### src/rtl/ct_lsu_pfu_pe_arb_pkg.sv
// Shared definitions for the prefetch-engine request arbiter:
// default sizes, source-tag encodings and the round-robin pick helper.
package ct_lsu_pfu_pe_arb_pkg;

    localparam int PFU_ENTRY_NUM = 9;   // index 0 = global buffer, 1..8 = stride buffers
    localparam int PFU_SRC_W     = 2;

    typedef enum logic [1:0] {
        SRC_L1 = 2'b00,
        SRC_L2 = 2'b01
    } pfu_src_e;

    // Index of the first set bit of req, scanning upward from ptr+1 and
    // wrapping modulo n. Returns ptr when req is empty; callers qualify the
    // result with |req. Scanning from offset n down to offset 1 lets the
    // closest hit overwrite the farther ones.
    function automatic int unsigned rr_pick(input logic [31:0] req,
                                            input int unsigned ptr,
                                            input int unsigned n);
        int unsigned idx;
        rr_pick = ptr;
        for (int unsigned k = 0; k < 32; k++) begin
            if (k < n) begin
                idx = ptr + n - k;
                if (idx >= n) begin
                    idx = idx - n;
                end
                if (req[idx[4:0]]) begin
                    rr_pick = idx;
                end
            end
        end
    endfunction

endpackage

### src/rtl/ct_lsu_pfu_pe_req_arb_if.sv
// Request/grant bundle between the PFU buffers, the arbiter and the
// downstream MMU/BIU request muxes. slave = arbiter side, master = environment.
interface ct_lsu_pfu_pe_req_arb_if
    import ct_lsu_pfu_pe_arb_pkg::*;
#(
    parameter int ENTRY_NUM = PFU_ENTRY_NUM,
    parameter int SRC_W     = PFU_SRC_W
);
    logic                       cp0_lsu_pfu_mmu_dis;
    logic                       pfu_pop_all_vld;
    logic [ENTRY_NUM-1:0]       pfu_entry_mmu_req;
    logic [ENTRY_NUM*SRC_W-1:0] pfu_entry_mmu_req_src;
    logic [ENTRY_NUM-1:0]       pfu_entry_biu_req;
    logic [ENTRY_NUM*SRC_W-1:0] pfu_entry_biu_req_src;
    logic                       pfu_mmu_pe_req;
    logic [ENTRY_NUM-1:0]       pfu_mmu_pe_req_id;
    logic [SRC_W-1:0]           pfu_mmu_pe_req_src;
    logic                       pfu_mmu_pe_req_grnt;
    logic [ENTRY_NUM-1:0]       pfu_entry_mmu_grnt;
    logic                       pfu_biu_pe_req;
    logic [ENTRY_NUM-1:0]       pfu_biu_pe_req_id;
    logic [SRC_W-1:0]           pfu_biu_pe_req_src;
    logic                       pfu_biu_pe_req_grnt;
    logic [ENTRY_NUM-1:0]       pfu_entry_biu_grnt;

    modport slave (
        input  cp0_lsu_pfu_mmu_dis, pfu_pop_all_vld,
        input  pfu_entry_mmu_req, pfu_entry_mmu_req_src,
        input  pfu_entry_biu_req, pfu_entry_biu_req_src,
        input  pfu_mmu_pe_req_grnt, pfu_biu_pe_req_grnt,
        output pfu_mmu_pe_req, pfu_mmu_pe_req_id, pfu_mmu_pe_req_src, pfu_entry_mmu_grnt,
        output pfu_biu_pe_req, pfu_biu_pe_req_id, pfu_biu_pe_req_src, pfu_entry_biu_grnt
    );

    modport master (
        output cp0_lsu_pfu_mmu_dis, pfu_pop_all_vld,
        output pfu_entry_mmu_req, pfu_entry_mmu_req_src,
        output pfu_entry_biu_req, pfu_entry_biu_req_src,
        output pfu_mmu_pe_req_grnt, pfu_biu_pe_req_grnt,
        input  pfu_mmu_pe_req, pfu_mmu_pe_req_id, pfu_mmu_pe_req_src, pfu_entry_mmu_grnt,
        input  pfu_biu_pe_req, pfu_biu_pe_req_id, pfu_biu_pe_req_src, pfu_entry_biu_grnt
    );

endinterface

### src/rtl/ct_lsu_pfu_pe_arb_chan.sv
// One arbitration channel: round-robin pointer, one-entry output slot and
// grant pulse generation. kill_i empties the slot, blocks loading and
// suppresses the grant pulse for the current cycle.
module ct_lsu_pfu_pe_arb_chan
    import ct_lsu_pfu_pe_arb_pkg::*;
#(
    parameter int ENTRY_NUM = PFU_ENTRY_NUM,
    parameter int SRC_W     = PFU_SRC_W
) (
    input  logic                       forever_cpuclk,
    input  logic                       cpurst_b,
    input  logic                       kill_i,
    input  logic [ENTRY_NUM-1:0]       req_i,
    input  logic [ENTRY_NUM*SRC_W-1:0] req_src_i,
    input  logic                       grnt_i,
    output logic                       pe_req_o,
    output logic [ENTRY_NUM-1:0]       pe_req_id_o,
    output logic [SRC_W-1:0]           pe_req_src_o,
    output logic [ENTRY_NUM-1:0]       entry_grnt_o
);

    localparam int PTR_W = (ENTRY_NUM > 1) ? $clog2(ENTRY_NUM) : 1;

    logic                 vld_q, vld_d;
    logic [ENTRY_NUM-1:0] id_q, id_d;
    logic [SRC_W-1:0]     src_q, src_d;
    logic [PTR_W-1:0]     ptr_q, ptr_d;

    logic [ENTRY_NUM-1:0] elig;
    logic [ENTRY_NUM-1:0] win_oh;
    logic [PTR_W-1:0]     win_idx;
    logic [SRC_W-1:0]     win_src;
    logic                 any_elig;
    logic                 fire;
    logic                 owner_drop;
    logic                 load;

    // Eligible set excludes the current owner; winner picked round-robin.
    always_comb begin
        elig       = kill_i ? '0 : (req_i & ~(vld_q ? id_q : '0));
        any_elig   = |elig;
        win_idx    = PTR_W'(rr_pick(32'(elig), 32'(ptr_q), ENTRY_NUM));
        fire       = vld_q & grnt_i & ~kill_i;
        owner_drop = vld_q & ~|(req_i & id_q);
        load       = (~vld_q | grnt_i) & ~kill_i & any_elig;
    end

    for (genvar gi = 0; gi < ENTRY_NUM; gi++) begin : g_win_oh
        assign win_oh[gi] = any_elig && (win_idx == PTR_W'(gi));
    end

    // Source tag of the winning entry, sampled only at load.
    always_comb begin
        win_src = '0;
        for (int i = 0; i < ENTRY_NUM; i++) begin
            if (win_oh[i]) begin
                win_src = win_src | req_src_i[i*SRC_W +: SRC_W];
            end
        end
    end

    // Slot next state: reload has priority over any clear cause.
    always_comb begin
        vld_d = vld_q;
        id_d  = id_q;
        src_d = src_q;
        ptr_d = ptr_q;
        if (load) begin
            vld_d = 1'b1;
            id_d  = win_oh;
            src_d = win_src;
            ptr_d = win_idx;
        end else if (kill_i | fire | owner_drop) begin
            vld_d = 1'b0;
            id_d  = '0;
            src_d = '0;
        end
    end

    // Slot and pointer registers; pointer resets so entry 0 wins first.
    always_ff @(posedge forever_cpuclk or negedge cpurst_b) begin
        if (!cpurst_b) begin
            vld_q <= 1'b0;
            id_q  <= '0;
            src_q <= '0;
            ptr_q <= PTR_W'(ENTRY_NUM - 1);
        end else begin
            vld_q <= vld_d;
            id_q  <= id_d;
            src_q <= src_d;
            ptr_q <= ptr_d;
        end
    end

    assign pe_req_o     = vld_q;
    assign pe_req_id_o  = id_q;
    assign pe_req_src_o = src_q;
    assign entry_grnt_o = id_q & {ENTRY_NUM{fire}};

endmodule

### src/rtl/ct_lsu_pfu_pe_req_arb.sv
// Prefetch-engine request arbiter: MMU and BIU channels shared among the
// prefetch buffers. Adds MMU disable and pop-all gating around two channel
// instances. Optional stall counters enabled by macro PFU_PE_ARB_PERF_EN.
module ct_lsu_pfu_pe_req_arb
    import ct_lsu_pfu_pe_arb_pkg::*;
#(
    parameter int ENTRY_NUM = PFU_ENTRY_NUM,
    parameter int SRC_W     = PFU_SRC_W
) (
    input  logic                          forever_cpuclk,
    input  logic                          cpurst_b,
    ct_lsu_pfu_pe_req_arb_if.slave        arb_if
`ifdef PFU_PE_ARB_PERF_EN
    ,
    output logic [15:0]                   pfu_arb_mmu_stall_cnt,
    output logic [15:0]                   pfu_arb_biu_stall_cnt
`endif
);

    logic mmu_kill;
    logic biu_kill;

    // MMU disable drains the MMU slot without a grant; pop-all drains both.
    always_comb begin
        mmu_kill = arb_if.pfu_pop_all_vld | arb_if.cp0_lsu_pfu_mmu_dis;
        biu_kill = arb_if.pfu_pop_all_vld;
    end

    ct_lsu_pfu_pe_arb_chan #(.ENTRY_NUM(ENTRY_NUM), .SRC_W(SRC_W)) u_mmu_chan (
        .forever_cpuclk (forever_cpuclk),
        .cpurst_b       (cpurst_b),
        .kill_i         (mmu_kill),
        .req_i          (arb_if.pfu_entry_mmu_req),
        .req_src_i      (arb_if.pfu_entry_mmu_req_src),
        .grnt_i         (arb_if.pfu_mmu_pe_req_grnt),
        .pe_req_o       (arb_if.pfu_mmu_pe_req),
        .pe_req_id_o    (arb_if.pfu_mmu_pe_req_id),
        .pe_req_src_o   (arb_if.pfu_mmu_pe_req_src),
        .entry_grnt_o   (arb_if.pfu_entry_mmu_grnt)
    );

    ct_lsu_pfu_pe_arb_chan #(.ENTRY_NUM(ENTRY_NUM), .SRC_W(SRC_W)) u_biu_chan (
        .forever_cpuclk (forever_cpuclk),
        .cpurst_b       (cpurst_b),
        .kill_i         (biu_kill),
        .req_i          (arb_if.pfu_entry_biu_req),
        .req_src_i      (arb_if.pfu_entry_biu_req_src),
        .grnt_i         (arb_if.pfu_biu_pe_req_grnt),
        .pe_req_o       (arb_if.pfu_biu_pe_req),
        .pe_req_id_o    (arb_if.pfu_biu_pe_req_id),
        .pe_req_src_o   (arb_if.pfu_biu_pe_req_src),
        .entry_grnt_o   (arb_if.pfu_entry_biu_grnt)
    );

`ifdef PFU_PE_ARB_PERF_EN
    logic [15:0] mmu_stall_cnt_q, mmu_stall_cnt_d;
    logic [15:0] biu_stall_cnt_q, biu_stall_cnt_d;

    // Count cycles a valid slot waits for its grant, saturating.
    always_comb begin
        mmu_stall_cnt_d = mmu_stall_cnt_q;
        biu_stall_cnt_d = biu_stall_cnt_q;
        if (arb_if.pfu_pop_all_vld) begin
            mmu_stall_cnt_d = '0;
            biu_stall_cnt_d = '0;
        end else begin
            if (arb_if.pfu_mmu_pe_req && !arb_if.pfu_mmu_pe_req_grnt &&
                mmu_stall_cnt_q != 16'hFFFF) begin
                mmu_stall_cnt_d = mmu_stall_cnt_q + 16'd1;
            end
            if (arb_if.pfu_biu_pe_req && !arb_if.pfu_biu_pe_req_grnt &&
                biu_stall_cnt_q != 16'hFFFF) begin
                biu_stall_cnt_d = biu_stall_cnt_q + 16'd1;
            end
        end
    end

    // Stall counter registers.
    always_ff @(posedge forever_cpuclk or negedge cpurst_b) begin
        if (!cpurst_b) begin
            mmu_stall_cnt_q <= '0;
            biu_stall_cnt_q <= '0;
        end else begin
            mmu_stall_cnt_q <= mmu_stall_cnt_d;
            biu_stall_cnt_q <= biu_stall_cnt_d;
        end
    end

    assign pfu_arb_mmu_stall_cnt = mmu_stall_cnt_q;
    assign pfu_arb_biu_stall_cnt = biu_stall_cnt_q;
`endif

endmodule
### src/flat_wrapper.sv
// flat-port wrapper written by rule: the top's interface ports become plain ports
module ct_lsu_pfu_pe_req_arb_flat import ct_lsu_pfu_pe_arb_pkg::*;
#(
    parameter int ENTRY_NUM = PFU_ENTRY_NUM,
    parameter int SRC_W     = PFU_SRC_W
)
  (forever_cpuclk, cpurst_b, arb_if_cp0_lsu_pfu_mmu_dis, arb_if_pfu_pop_all_vld, arb_if_pfu_entry_mmu_req, arb_if_pfu_entry_mmu_req_src, arb_if_pfu_entry_biu_req, arb_if_pfu_entry_biu_req_src, arb_if_pfu_mmu_pe_req_grnt, arb_if_pfu_biu_pe_req_grnt, arb_if_pfu_mmu_pe_req, arb_if_pfu_mmu_pe_req_id, arb_if_pfu_mmu_pe_req_src, arb_if_pfu_entry_mmu_grnt, arb_if_pfu_biu_pe_req, arb_if_pfu_biu_pe_req_id, arb_if_pfu_biu_pe_req_src, arb_if_pfu_entry_biu_grnt);
  ct_lsu_pfu_pe_req_arb_if #(.ENTRY_NUM(ENTRY_NUM), .SRC_W(SRC_W)) arb_if_i ();
  input  logic forever_cpuclk;
  input  logic cpurst_b;
  input wire logic [$bits(arb_if_i.cp0_lsu_pfu_mmu_dis)-1:0] arb_if_cp0_lsu_pfu_mmu_dis;
  input wire logic [$bits(arb_if_i.pfu_pop_all_vld)-1:0] arb_if_pfu_pop_all_vld;
  input wire logic [$bits(arb_if_i.pfu_entry_mmu_req)-1:0] arb_if_pfu_entry_mmu_req;
  input wire logic [$bits(arb_if_i.pfu_entry_mmu_req_src)-1:0] arb_if_pfu_entry_mmu_req_src;
  input wire logic [$bits(arb_if_i.pfu_entry_biu_req)-1:0] arb_if_pfu_entry_biu_req;
  input wire logic [$bits(arb_if_i.pfu_entry_biu_req_src)-1:0] arb_if_pfu_entry_biu_req_src;
  input wire logic [$bits(arb_if_i.pfu_mmu_pe_req_grnt)-1:0] arb_if_pfu_mmu_pe_req_grnt;
  input wire logic [$bits(arb_if_i.pfu_biu_pe_req_grnt)-1:0] arb_if_pfu_biu_pe_req_grnt;
  output wire logic [$bits(arb_if_i.pfu_mmu_pe_req)-1:0] arb_if_pfu_mmu_pe_req;
  output wire logic [$bits(arb_if_i.pfu_mmu_pe_req_id)-1:0] arb_if_pfu_mmu_pe_req_id;
  output wire logic [$bits(arb_if_i.pfu_mmu_pe_req_src)-1:0] arb_if_pfu_mmu_pe_req_src;
  output wire logic [$bits(arb_if_i.pfu_entry_mmu_grnt)-1:0] arb_if_pfu_entry_mmu_grnt;
  output wire logic [$bits(arb_if_i.pfu_biu_pe_req)-1:0] arb_if_pfu_biu_pe_req;
  output wire logic [$bits(arb_if_i.pfu_biu_pe_req_id)-1:0] arb_if_pfu_biu_pe_req_id;
  output wire logic [$bits(arb_if_i.pfu_biu_pe_req_src)-1:0] arb_if_pfu_biu_pe_req_src;
  output wire logic [$bits(arb_if_i.pfu_entry_biu_grnt)-1:0] arb_if_pfu_entry_biu_grnt;
  assign arb_if_i.cp0_lsu_pfu_mmu_dis = arb_if_cp0_lsu_pfu_mmu_dis;
  assign arb_if_i.pfu_pop_all_vld = arb_if_pfu_pop_all_vld;
  assign arb_if_i.pfu_entry_mmu_req = arb_if_pfu_entry_mmu_req;
  assign arb_if_i.pfu_entry_mmu_req_src = arb_if_pfu_entry_mmu_req_src;
  assign arb_if_i.pfu_entry_biu_req = arb_if_pfu_entry_biu_req;
  assign arb_if_i.pfu_entry_biu_req_src = arb_if_pfu_entry_biu_req_src;
  assign arb_if_i.pfu_mmu_pe_req_grnt = arb_if_pfu_mmu_pe_req_grnt;
  assign arb_if_i.pfu_biu_pe_req_grnt = arb_if_pfu_biu_pe_req_grnt;
  assign arb_if_pfu_mmu_pe_req = arb_if_i.pfu_mmu_pe_req;
  assign arb_if_pfu_mmu_pe_req_id = arb_if_i.pfu_mmu_pe_req_id;
  assign arb_if_pfu_mmu_pe_req_src = arb_if_i.pfu_mmu_pe_req_src;
  assign arb_if_pfu_entry_mmu_grnt = arb_if_i.pfu_entry_mmu_grnt;
  assign arb_if_pfu_biu_pe_req = arb_if_i.pfu_biu_pe_req;
  assign arb_if_pfu_biu_pe_req_id = arb_if_i.pfu_biu_pe_req_id;
  assign arb_if_pfu_biu_pe_req_src = arb_if_i.pfu_biu_pe_req_src;
  assign arb_if_pfu_entry_biu_grnt = arb_if_i.pfu_entry_biu_grnt;
  ct_lsu_pfu_pe_req_arb #(.ENTRY_NUM(ENTRY_NUM), .SRC_W(SRC_W)) u_core (.forever_cpuclk(forever_cpuclk), .cpurst_b(cpurst_b), .arb_if(arb_if_i));
endmodule
### config.mk
export PLATFORM = sky130hd
export DESIGN_NAME = ct_lsu_pfu_pe_req_arb_flat
export DESIGN_NICKNAME = d
export VERILOG_FILES = /design/src/rtl/ct_lsu_pfu_pe_arb_pkg.sv /design/src/rtl/ct_lsu_pfu_pe_req_arb_if.sv /design/src/rtl/ct_lsu_pfu_pe_arb_chan.sv /design/src/rtl/ct_lsu_pfu_pe_req_arb.sv /design/src/flat_wrapper.sv
export SDC_FILE = /design/constraint.sdc
export NUM_CORES = 1
export LEC_CHECK = 0
export CAP_MARGIN = 40
export CELL_PAD_IN_SITES_DETAIL_PLACEMENT = 0
export CELL_PAD_IN_SITES_GLOBAL_PLACEMENT = 1
export CORE_MARGIN = 8
export CORE_UTILIZATION = 49
export DETAILED_ROUTE_END_ITERATION = 12
export DONT_BUFFER_PORTS = 1
export GPL_TIMING_DRIVEN = 0
export MAX_ROUTING_LAYER = met4
export PLACE_DENSITY = 0.85
export SYNTH_ARGS = -nofsm -noshare
export SYNTH_HDL_FRONTEND = slang
export SYNTH_HIERARCHICAL = 1
export SYNTH_SLANG_ARGS = --single-unit
### constraint.sdc
create_clock -name forever_cpuclk -period 7.4 [get_ports forever_cpuclk]
set_input_delay 0.37 -clock forever_cpuclk [delete_from_list [all_inputs] [get_ports forever_cpuclk]]
set_output_delay 0.37 -clock forever_cpuclk [all_outputs]
set_load 0.02 [all_outputs]
Word level (Yosys, flattened, before mapping) --
Index checks and enable logic that the tools add are counted.
Word-level totals: memories 0, output and inout bits 42, register bits 32, memory bits (read-only) 0, memory bits (writable) 0, bits in latches 0
Operators by class: shifts and indexed selects 0, add/sub/neg operators 36, div/mod/pow operators 0, equal/unequal tests 16, reduce and logical (&&, ||, !) cells 28, multipliers 0, multiplexer cells 106, magnitude comparators 36, bitwise gates (word level) 45
Operators with widths (number):
- $ge A32 B4 Y1 const B | 18
- $lt A5 B6 Y1 const B | 18
- $bmux W1 S5 | 18
- $mux W5 | 18
- $sub A5 B4 Y5 const B | 16
- $mux W4 | 18
- $mux W9 | 8
- $and A9 B9 Y9 | 6
- $sub A5 B3 Y6 const B | 8
- $mux W2 | 22
- $reduce_or A9 Y1 | 4
- $eq A4 B3 Y1 const B | 8
- $or A2 B2 Y2 | 16
- $sub A5 B2 Y6 const B | 4
- $mux W1 | 22
- $logic_and A1 B1 Y1 | 18
- $not A9 Y9 | 2
- $eq A4 B2 Y1 const B | 4
- $sub A5 B1 Y6 const B | 2
- $sub A5 B4 Y6 const B | 2
- $add A4 B4 Y5 const B | 2
- $and A1 B1 Y1 | 10
- $sub A5 B5 Y5 const B | 2
- $eq A4 B1 Y1 const B | 2
- other kinds (6) | 19

Logic depth before layout (Yosys ltp) --
Gate-level depths: netlist (run 1).
word-level depth 35, mapped depth 28

Modules after synthesis --
Netlist (run 1), hierarchy kept.
Modules (own cells, without submodules):
- ct_lsu_pfu_pe_arb_chan | times used 2, cells each 805, area an instance 5774.3 um2
- ct_lsu_pfu_pe_req_arb | times used 1, cells each 1, area an instance 6.3 um2

Worst setup path before layout (run 1) --
Ideal clock, no wire load.
path kind register to register, start register u_core.u_biu_chan.ptr_q[0], end register u_core.u_biu_chan.src_q[1], in the netlist u_core/u_biu_chan/pe_req_src_o[1], setup slack 0.835 ns, stages on the path, launching flop included 27, buffers on the path 9, setup time 0.124 ns, required time 7.276 ns, data arrival time 6.441 ns, cell sequence dfrtp_1 > buf_6 > buf_4 > inv_1 > buf_1 > clkbuf_1 > buf_1 > ha_1 > buf_2 > inv_1 > clkbuf_1 > clkbuf_1 > ha_1 > nor2b_1 > nor3_4 > xnor2_2 > a211oi_2 > buf_4 > mux2i_1 > o21ai_1 > a2111oi_2 > nor4_1 > o41ai_2 > o21ai_2 > mux2_1 > a32o_1 > a211o_1
Between the ends: cells in the longest elaborated chain, start to end 34
RTL lines:
- from (decl) | line ct_lsu_pfu_pe_arb_chan.sv:27 | logic [PTR_W-1:0] ptr_q, ptr_d;
- from (signal assigned) | line ct_lsu_pfu_pe_arb_chan.sv:86 | ptr_q <= PTR_W'(ENTRY_NUM - 1);
- from (signal assigned) | line ct_lsu_pfu_pe_arb_chan.sv:91 | ptr_q <= ptr_d;
- $add A4 B4 Y5 | line ct_lsu_pfu_pe_arb_pkg.sv:24 | idx = ptr + n - k;
- $sub A5 B1 Y6, or another cell as far along | line ct_lsu_pfu_pe_arb_pkg.sv:24
- $ge A32 B4 Y1, or another cell as far along | line ct_lsu_pfu_pe_arb_pkg.sv:25 | if (idx >= n) begin
- $mux W5 / $bmux W1 S5 (equally long branches) | line ct_lsu_pfu_pe_arb_pkg.sv:25, ct_lsu_pfu_pe_arb_pkg.sv:28
- $bmux W1 S5 / $mux W1 (equally long branches) | line ct_lsu_pfu_pe_arb_pkg.sv:28 | if (req[idx[4:0]]) begin
- $mux W1 (not written as such) / $mux W4 (equally long branches) | line ct_lsu_pfu_pe_arb_pkg.sv:28
- $mux W4 (7 in series) | line ct_lsu_pfu_pe_arb_pkg.sv:28
- $mux W4 (*) | line ct_lsu_pfu_pe_arb_pkg.sv:28
- (+12 left out)
- $mux W2 | line ct_lsu_pfu_pe_arb_chan.sv:56 | if (win_oh[i]) begin
- $or A2 B2 Y2 | line ct_lsu_pfu_pe_arb_chan.sv:57 | win_src = win_src | req_src_i[i*SRC_W +: SRC_W];
- $mux W2 | line ct_lsu_pfu_pe_arb_chan.sv:56
- $or A2 B2 Y2 | line ct_lsu_pfu_pe_arb_chan.sv:57
- $mux W2 | line ct_lsu_pfu_pe_arb_chan.sv:56
- $or A2 B2 Y2 | line ct_lsu_pfu_pe_arb_chan.sv:57
- $mux W2 (*) | line ct_lsu_pfu_pe_arb_chan.sv:56
- $mux W2 (*) | line ct_lsu_pfu_pe_arb_chan.sv:68 | if (load) begin
- to (signal assigned) | line ct_lsu_pfu_pe_arb_chan.sv:90 | src_q <= src_d;
- to (decl) | line ct_lsu_pfu_pe_arb_chan.sv:26 | logic [SRC_W-1:0] src_q, src_d;
Mark *: on every way between the ends. The rest lies on a longest branch, timed or not. The select of a mux whose other input is x is not followed. A chain may end at the register's enable or synchronous reset.

Worst setup path after layout (run 1) --
start register u_core.u_mmu_chan.ptr_q[0], end register u_core.u_mmu_chan.src_q[1], in the netlist u_core/u_mmu_chan/pe_req_src_o[1]
Between the ends: cells in the longest elaborated chain, start to end 34
RTL lines (line):
- from (decl) | ct_lsu_pfu_pe_arb_chan.sv:27
- from (signal assigned) | ct_lsu_pfu_pe_arb_chan.sv:86
- from (signal assigned) | ct_lsu_pfu_pe_arb_chan.sv:91
- $add A4 B4 Y5 | ct_lsu_pfu_pe_arb_pkg.sv:24
- $sub A5 B1 Y6, or another cell as far along | ct_lsu_pfu_pe_arb_pkg.sv:24
- $ge A32 B4 Y1, or another cell as far along | ct_lsu_pfu_pe_arb_pkg.sv:25
- $mux W5 / $bmux W1 S5 (equally long branches) | ct_lsu_pfu_pe_arb_pkg.sv:25, ct_lsu_pfu_pe_arb_pkg.sv:28
- $bmux W1 S5 / $mux W1 (equally long branches) | ct_lsu_pfu_pe_arb_pkg.sv:28
- $mux W1 (not written as such) / $mux W4 (equally long branches) | ct_lsu_pfu_pe_arb_pkg.sv:28
- $mux W4 (7 in series) | ct_lsu_pfu_pe_arb_pkg.sv:28
- $mux W4 (*) | ct_lsu_pfu_pe_arb_pkg.sv:28
- (+12 left out)
- $mux W2 | ct_lsu_pfu_pe_arb_chan.sv:56
- $or A2 B2 Y2 | ct_lsu_pfu_pe_arb_chan.sv:57
- $mux W2 | ct_lsu_pfu_pe_arb_chan.sv:56
- $or A2 B2 Y2 | ct_lsu_pfu_pe_arb_chan.sv:57
- $mux W2 | ct_lsu_pfu_pe_arb_chan.sv:56
- $or A2 B2 Y2 | ct_lsu_pfu_pe_arb_chan.sv:57
- $mux W2 (*) | ct_lsu_pfu_pe_arb_chan.sv:56
- $mux W2 (*) | ct_lsu_pfu_pe_arb_chan.sv:68
- to (signal assigned) | ct_lsu_pfu_pe_arb_chan.sv:90
- to (decl) | ct_lsu_pfu_pe_arb_chan.sv:26
Marks and branches as above.

==> results of run 1 <==
==> cell usage after synthesis (all sizes together), types with 30 or more instances <==
library cell and n:
a211oi 36, a21oi 82, and2 30, buf 70, clkbuf 42, dfrtp 30, ha 44, inv 52
mux2i 72, nand2 164, nand3 48, nor2 144, nor3 44, nor4 34, o21ai 102, xnor2 34
==> flip-flops by register name (all words and copies together) (netlist names) <==
name and cells:
u_core/u_mmu_chan/pe_req_src_o 2, u_core/u_biu_chan/pe_req_src_o 2, u_core/u_biu_chan/pe_req_id_o 9, u_core/u_mmu_chan/pe_req_id_o 9, u_core/u_biu_chan/pe_req_o 1, u_core/u_biu_chan/ptr_q 4
u_core/u_mmu_chan/pe_req_o 1, u_core/u_mmu_chan/ptr_q 4
==> layout make-up <==
type	count	area (um^2)
fill	2352	10720
multi-input combinational	1415	10180
sequential	32	805.8
buffer	110	624.3
tap	319	399.1
timing repair buffer	33	246.5
inverter	52	206.4
clock buffer	5	125.1
clock inverter	3	23.77
==> routing by layer <==
| layer | global-route usage [%] | vias up | wire (um) |
|---|---|---|---|
| met5 | - | - | 0 |
| met4 | 10.89 | 0 | 1829 |
| met3 | 8.769 | 136 | 7812 |
| met2 | 50.79 | 1125 | 21610 |
| met1 | 51.57 | 6882 | 22360 |
| li1 | - | 6318 | - |
==> per-stage QoR <==
step | std cells | util, %
floorplan | 1611 | -
global route | 1969 | 54.05
finish | 1969 | 54.05
detailed placement | 1946 | 51.71
global placement | 1930 | 51.23
CTS | 1960 | 53.22
==> final timing paths <==
check	start	endpoint	slack, ns	cells after the start
min in group asynchronous	cpurst_b	u_core/u_mmu_chan/pe_req_src_o[1]	0.53	2
max reg2reg	u_core/u_mmu_chan/ptr_q[0]	u_core/u_mmu_chan/pe_req_src_o[1]	0.20	24
max	u_core/u_mmu_chan/ptr_q[0]	u_core/u_mmu_chan/pe_req_src_o[1]	0.20	24
max in group asynchronous	cpurst_b	u_core/u_biu_chan/ptr_q[3]	6.63	2
min reg2reg	u_core/u_mmu_chan/pe_req_id_o[0]	u_core/u_mmu_chan/pe_req_id_o[0]	0.73	2
min	arb_if_pfu_mmu_pe_req_grnt	u_core/u_mmu_chan/pe_req_o	0.31	2
==> layout by cell type, fill, tap and decap left out, types with 24 or more instances in the layout <==
| cell | n |
|---|---|
| and2_1 | 28 |
| buf_2 | 50 |
| nor3_1 | 40 |
| ha_1 | 44 |
| nand3_1 | 48 |
| inv_1 | 45 |
| mux2i_1 | 71 |
| a211oi_1 | 30 |
| xnor2_1 | 30 |
| clkbuf_1 | 35 |
| dfrtp_1 | 28 |
| o21ai_0 | 67 |
| o21ai_1 | 29 |
| nor2_1 | 141 |
| nand2b_1 | 26 |
| a211o_1 | 24 |
| o211ai_1 | 24 |
| a21oi_1 | 80 |
| nand2_1 | 160 |
==> what timing repair did <==
action | 4_1_cts | 5_1_grt
pin swaps | 5 | 7
gates resized for setup | 35 | 30
hold endpoints to repair | 32 | 0
setup endpoints to repair | 30 | 20
buffers inserted | 4 | 11
hold buffers | 2 | 0
gates cloned | 0 | 0
==> kinds of logic after synthesis <==
group	count (synthesis)	share of synthesized area, %
adders and majority gates	48	5.111
buffers and inverters	164	6.822
xor gates and xnor gates	38	3.573
DFF	32	6.952
and+or+nand+nor	655	29.64
AOI/OAI and AO/OA	570	37.77
muxes	104	10.14
==> worst reg2reg max path, cell delays in order, from the launching register on <==
cell and delay [ns]:
dfrtp_2 0.52, buf_6 0.20, buf_4 0.25, clkinvlp_4 0.23, clkbuf_4 0.27, clkbuf_4 0.25
buf_4 0.24, ha_1 0.36, clkbuf_4 0.24, buf_2 0.27, nor2_1 0.62, nor2_1 0.08
a21o_1 0.21, a221oi_2 0.44, nor4b_1 0.19, a31o_1 0.24, o21ai_1 0.28, buf_2 0.28
o21ai_0 0.13, or4_1 0.41, o22ai_1 0.13, o31a_1 0.35, mux2_2 0.39, a32o_1 0.27
a211o_1 0.28
==> flow_summary.yaml, run 1 <==
synth:
  avgSynthCellArea_um2: 7.172
  ys_top_cells_by_area: "dfrtp_1, mux2i_1, nand2_1"
  synth_cell_types: 104
  synth_enable_flop_cells: 0
  syn_inst: 1611
  ys_seq_elements: 32
  seq_area_frac_synth_pct: 6.952
  synth_area_leader_cell: "dfrtp_1"
  yosys.area.top_type_share_pct: 6.497
  yosys_warnings: 6
  synth-async-reset-ratio_pct: 100.0
  syn_nets: 1715
  synth_ff_type: "dfrtp_1"
  syn-cell-area_mm2: 0.01155
timing:
  hold_viol_final: 0
  timing.final.ws_setup_ns: 0.1955
  fin_skew_ns: 0.002367
  final.period_utilization_pct: 97.36
  whs_ns: 0.3142
  finalSetupViolCount: 0
  tns_ns: 0
  worst_slew_pin_slew_ns: 1.004
  min_period_ns: 7.204
  relSlewSlack_pct: 32.63
  drv_slew: 0
  fmax_ghz: 0.1388
floorplanning:
  chipHeight_um: 169.6
  rows: 56
  die_area_mm2: 0.02875
  core_mm2: 0.02333
  io_pins: 102
  initial_utilization_pct: 49.52
  fp.dieW_um: 169.6
setup_path:
  critical_path.slowest_cell: "nor2_1"
  path_class: "register to register"
  cp_common_cell: "clkbuf_4"
  path_max_fanout: 12
  path_delay_family: "compound AO/OA/AOI/OAI gates"
  cp_cell_sequence: "buf_6 > buf_4 > clkinvlp_4 > clkbuf_4 > clkbuf_4 > buf_4 > ha_1 > clkbuf_4 > buf_2 > nor2_1 > nor2_1 > a21o_1 > a221oi_2 > nor4b_1 > a31o_1 > o21ai_1 > buf_2 > o21ai_0 > or4_1 > o22ai_1 > o31a_1 > mux2_2 > a32o_1 > a211o_1"
  worst_ep_required_time_ns: 7.56
  cp-start-kind: "register"
  worstSetupEndpointType: "register"
  arrival_ns: 7.37
  worst-path-buf-inv: 9
  cpPeakStageDelay_ns: 0.62
final_layout:
  nNetsFinal: 1753
  syn_to_final_growth_pct: 9.150
  n_antenna_cell: 0
  design_area_mm2: 0.01261
  drive_gt1_share_pct: 15.03
run:
  cap_violations: 0
clocking:
  cts-root-buf: "clkbuf_16"
  cts_max_path_buffers: 2
  clk_pin_slew_ns: 0.05
  cts_tree: "yes"
  cts.sinks: 32
  cts_max_level: 2
  worstSkewPairLatency_ns: 0.28
  cts_buffers: 5
grt:
  antenna_found_initial: 0
  overflow: 0
  grt_max_degree: 33
  grt_pass1_wl_um: 80470
  grt_use_total_pct: 36.72
  grt_pass1_vias: 12920
run_status:
  status: "finished, final reports clean"
drt:
  first_iter_violations: 2128
  dr.pass1.iters: 6
  wirelength_um: 53610
  drcViolationCount: 0
  ant_nets: 0
  via_per_inst: 7.344
  wire_per_inst_um: 27.23
  vias: 14460
hold_path:
  hold_class: "input pin to register"
place:
  place_congestion: 1.108
  dp_slack_ns: -1.729
  placed_cell_area_mm2: 0.01206
  portBuffers: 0
  place_hpwl_um: 42010
Power of run 1 is left out: the tool's default activity adds up to more than one toggle a clock period on the data nets, which glitch-free logic cannot reach.
==> run 2: changes to the inputs <==
RECOVER_POWER = 100   (was default)
==> run 2 against run 1 <==
  * Count of clock-buffer cells in the layout unchanged
  * The flow now finishes with violations (capacitance limit, slew limit)
  * Flip-flop and latch count did not move
  * Clock skew about the same
  * Fmax is 0.32% lower
  * Final area is 0.13% lower
  * Global-route usage is the same
  * Worst setup slack got worse by 0.023 ns
  * Die area unchanged
  * Highest routed layer unchanged
  * Wire length shrank 0.26%
  * Critical path type unchanged
==> flow_summary.yaml, run 2 (synthesis results as in run 1) <==
run_status:
  status: "finished with violations"
  violations: "capacitance limit, slew limit"
floorplanning:
  chipHeight_um: 169.6
  io_pins: 102
  fp.dieW_um: 169.6
  initial_utilization_pct: 49.52
  core_mm2: 0.02333
  die_area_mm2: 0.02875
  rows: 56
setup_path:
  cpPeakStageDelay_ns: 0.71
  path_max_fanout: 11
  path_delay_family: "compound AO/OA/AOI/OAI gates"
  worstSetupEndpointType: "register"
  r2r_end: "u_core/u_biu_chan/pe_req_src_o[1]"
  critical_path.slowest_cell: "nor2_1"
  cp-start-kind: "register"
  reg2reg_setup_slack_ns: 0.17
  worst_ep_required_time_ns: 7.56
  cp-endpoint: "u_core/u_biu_chan/pe_req_src_o[1]"
  arrival_ns: 7.39
  cp-startpoint: "u_core/u_biu_chan/ptr_q[0]"
  worst-path-buf-inv: 10
  path_depth: 25
  path_class: "register to register"
  reg2regPathDepth: 25
  worstReg2RegStart: "u_core/u_biu_chan/ptr_q[0]"
grt:
  grt_pass1_wl_um: 80470
  overflow: 0
  grt_pass1_vias: 12920
  grt_use_total_pct: 36.72
  grt_max_degree: 33
  antenna_found_initial: 0
clocking:
  worstSkewPairLatency_ns: 0.28
  cts-root-buf: "clkbuf_16"
  cts_max_path_buffers: 2
  clk_pin_slew_ns: 0.05
  cts_buffers: 5
  cts_max_level: 2
  cts_tree: "yes"
  cts.sinks: 32
place:
  portBuffers: 0
  dp_slack_ns: -1.729
  place_congestion: 1.108
  place_hpwl_um: 42010
drt:
  vias: 14450
  ant_nets: 0
  dr.pass1.iters: 7
  first_iter_violations: 2225
  via_per_inst: 7.341
  drcViolationCount: 0
  wirelength_um: 53470
  wire_per_inst_um: 27.16
timing:
  min_period_ns: 7.228
  drv_slew: 33
  whs_ns: 0.3087
  worst_slew_pin_slew_ns: 1.663
  finalSetupViolCount: 0
  timing.final.ws_setup_ns: 0.1722
  relSlewSlack_pct: -10.85
  final.period_utilization_pct: 97.67
  fmax_ghz: 0.1384
  tns_ns: 0
  hold_viol_final: 0
  fin_skew_ns: 0.001968
run:
  cap_violations: 1
final_layout:
  nNetsFinal: 1753
  final_util_pct: 53.98
  final_cell_mix: "nand2_1, nor2_1, a21oi_1, mux2i_1, o21ai_0"
  layout_commonest_cell: "nand2_1"
  drive_gt1_share_pct: 14.97
  n_antenna_cell: 0
  syn_to_final_growth_pct: 9.009
hold_path:
  hold_class: "input pin to register"
-- run 2: cell types whose count changed in the layout (fill, tap and decap cells not counted) --
cell	delta
and2_0	+18
and2_1	-18
buf_12	-1
clkbuf_1	+1
-- run 2: how the worst min path moves through the flow --
stage / from / end / slack (ns) / cells after the start
2_1_floorplan: cpurst_b / u_core/u_biu_chan/pe_req_id_o[0] / 0.07 / 0
3_3_place_gp: cpurst_b / u_core/u_mmu_chan/pe_req_id_o[5] / 0.08 / 0
3_5_place_dp: cpurst_b / u_core/u_mmu_chan/pe_req_id_o[5] / 0.08 / 0
4_1_cts: arb_if_pfu_biu_pe_req_grnt / u_core/u_biu_chan/pe_req_o / 0.30 / 2
5_1_grt: arb_if_pfu_mmu_pe_req_grnt / u_core/u_mmu_chan/pe_req_o / 0.34 / 2
6_report: arb_if_pfu_biu_pe_req_grnt / u_core/u_biu_chan/pe_req_o / 0.31 / 2
-- run 2: final cells by class --
class,count,area [um^2]
multi-input cells,1415,10180
inverters,52,206.4
repair buffers,33,230.2
plain buffers,110,624.3
flip-flops and latches,32,805.8
fillers,2355,10740
well taps,319,399.1
clock buffers,5,125.1
clock inverters,3,23.77
-- run 2: repair_timing --
action | CTS | global route
setup buffers | 4 | 11
pin swaps | 5 | 7
resized for setup | 35 | 30
hold endpoints to repair | 32 | 0
endpoints found under the setup margin | 30 | 20
hold buffers | 2 | 0
-- run 2: metrics by stage --
stage	std cells	cell area (um^2)
4_1_cts	1960	12420
3_5_place_dp	1946	12060
2_1_floorplan	1611	11550
5_1_grt	1969	12600
6_report	1969	12600
3_3_place_gp	1930	11950
-- run 2: metal layers --
layer  GRT usage, %  vias up  share of wire, %
li1               -     6329                 -
met1          51.57     6933                42
met2          50.79     1058                40
met3          8.769      134                14
met4          10.89        0               3.4
met5              -        -                 0
Power of run 2 is left out for the same reason.
==> run 3: changes to the inputs <==
CORE_UTILIZATION = 53   (was 49)
PLACE_DENSITY = 0.91   (was 0.85)
clock period = 8.6 ns   (was 7.4 ns; I/O delays follow)
==> run 3 against run 2 <==
  * The run still ends with capacitance limit, slew limit left
  * Global-route usage grew 3.2 points
  * Wire length rose by 1.7%
  * Register-to-register slack improved by 0.08 ns
  * Count of clock-buffer cells in the layout rose by 1
  * Sequential share of layout area up 0.16 points
  * Flip-flop and latch count is the same
  * Worst setup slack better by 0.085 ns
  * Fmax decreased by 13%
  * Cell count shrank 2.4%
  * Critical path depth is 1 higher
  * Critical path type unchanged
  * Critical endpoint is now u_core/u_mmu_chan/pe_req_src_o[1]
==> flow_summary.yaml, run 3 (synthesis results as in run 1) <==
floorplanning:
  initial_utilization_pct: 53.44
  core_mm2: 0.02162
  chipHeight_um: 163.7
  die_area_mm2: 0.02678
  rows: 54
  fp.dieW_um: 163.7
  io_pins: 102
setup_path:
  cp_common_cell: "clkbuf_2"
  worst-path-buf-inv: 11
  worst_ep_required_time_ns: 8.76
  cpPeakStageDelay_ns: 0.74
  arrival_ns: 8.50
  path_delay_family: "buffers and inverters"
  worstSetupEndpointType: "register"
  path_class: "register to register"
  reg2reg_setup_slack_ns: 0.26
  path_max_fanout: 12
  cp-start-kind: "register"
  critical_path.slowest_cell: "dfrtp_1"
clocking:
  cts_max_level: 2
  cts_buffers: 5
  worstSkewPairLatency_ns: 0.27
  clk_pin_slew_ns: 0.05
  cts_max_path_buffers: 2
  cts_tree: "yes"
  cts.sinks: 32
  cts-root-buf: "clkbuf_16"
place:
  place_hpwl_um: 42390
  place_congestion: 1.181
  placed_cell_area_mm2: 0.01200
  portBuffers: 0
run_status:
  status: "finished with violations"
  violations: "capacitance limit, slew limit"
run:
  cap_violations: 1
grt:
  grt-busiest-layer: "met1"
  antenna_found_initial: 1
  use_met3_pct: 14.26
  grt_max_degree: 33
  grt_use_total_pct: 39.91
  grt_pass1_wl_um: 81290
  overflow: 0
  met2_usage_pct: 53.12
  grt_pass1_vias: 13340
  grtUsageMet1_pct: 54.59
timing:
  fin_skew_ns: 0.002976
  worst_slew_pin_slew_ns: 1.663
  hold_viol_final: 0
  fmax_ghz: 0.1199
  finalSetupViolCount: 0
  min_period_ns: 8.343
  whs_ns: 0.3799
  relSlewSlack_pct: -10.85
  rsz0062_at_grt: "false"
  drv_slew: 33
  final.period_utilization_pct: 97.01
drt:
  dr.pass1.iters: 8
  first_iter_violations: 2443
  wirelength_um: 54400
  wire_per_inst_um: 28.30
  vias: 14610
  ant_nets: 0
  drcViolationCount: 0
  via_per_inst: 7.599
final_layout:
  final_cell_mix: "nand2_1, nor2_1, a21oi_1, mux2i_1, o21ai_0"
  drive_gt1_share_pct: 12.61
  layout_commonest_cell: "nand2_1"
  nNetsFinal: 1744
  syn_to_final_growth_pct: 6.085
  design_area_mm2: 0.01226
hold_path:
  hold_class: "input pin to register"
run 3: final timing paths:
check | start | to | depth (start not counted)
min in group asynchronous | cpurst_b | u_core/u_biu_chan/pe_req_id_o[1] | 2
setup / recovery | u_core/u_mmu_chan/ptr_q[0] | u_core/u_mmu_chan/pe_req_src_o[1] | 26
setup reg to reg | u_core/u_mmu_chan/ptr_q[0] | u_core/u_mmu_chan/pe_req_src_o[1] | 26
hold reg to reg | u_core/u_biu_chan/pe_req_id_o[0] | u_core/u_biu_chan/pe_req_id_o[0] | 2
hold / removal | arb_if_pfu_biu_pe_req_grnt | u_core/u_biu_chan/pe_req_o | 2
max in group asynchronous | cpurst_b | u_core/u_biu_chan/pe_req_src_o[0] | 2
run 3: per-layer routing:
metal / part of all wire [%] / vias to the layer above / wire (um)
met5: 0 / - / 0
met4: 3.1 / 0 / 1689
met3: 16 / 165 / 8783
met2: 40 / 1214 / 21570
met1: 41 / 6911 / 22350
li1: - / 6315 / -
run 3: repair_timing:
action | CTS | global route
pin swaps | 0 | 0
setup endpoints to repair | 25 | 28
endpoints found under the hold margin | 32 | 0
setup buffers | 0 | 4
resized for setup | 5 | 10
hold buffers | 2 | 0
run 3: metrics by stage:
step | util, % | cells | setup slack (ns) | setup TNS (ns)
global placement | 55.06 | 1891 | -1.023 | -16.82
CTS | 56.42 | 1918 | 0.02563 | 0
floorplan | - | 1611 | 2.035 | 0
finish | 56.70 | 1922 | 0.2569 | 0
detailed placement | 55.52 | 1908 | -0.5265 | -5.320
global route | 56.70 | 1922 | 0.05439 | 0
run 3: area by class of cell:
class | count | area [um^2]
inverters | 52 | 200.2
clock buffers | 6 | 138.9
flip-flops and latches | 32 | 803.3
fillers | 2160 | 9363
diodes | 1 | 2.502
plain buffers | 110 | 593.1
repair buffers | 24 | 145.1
multi-input cells | 1415 | 10010
well taps | 280 | 350.3
clock inverters | 2 | 15.01
Power of run 3 is left out for the same reason.
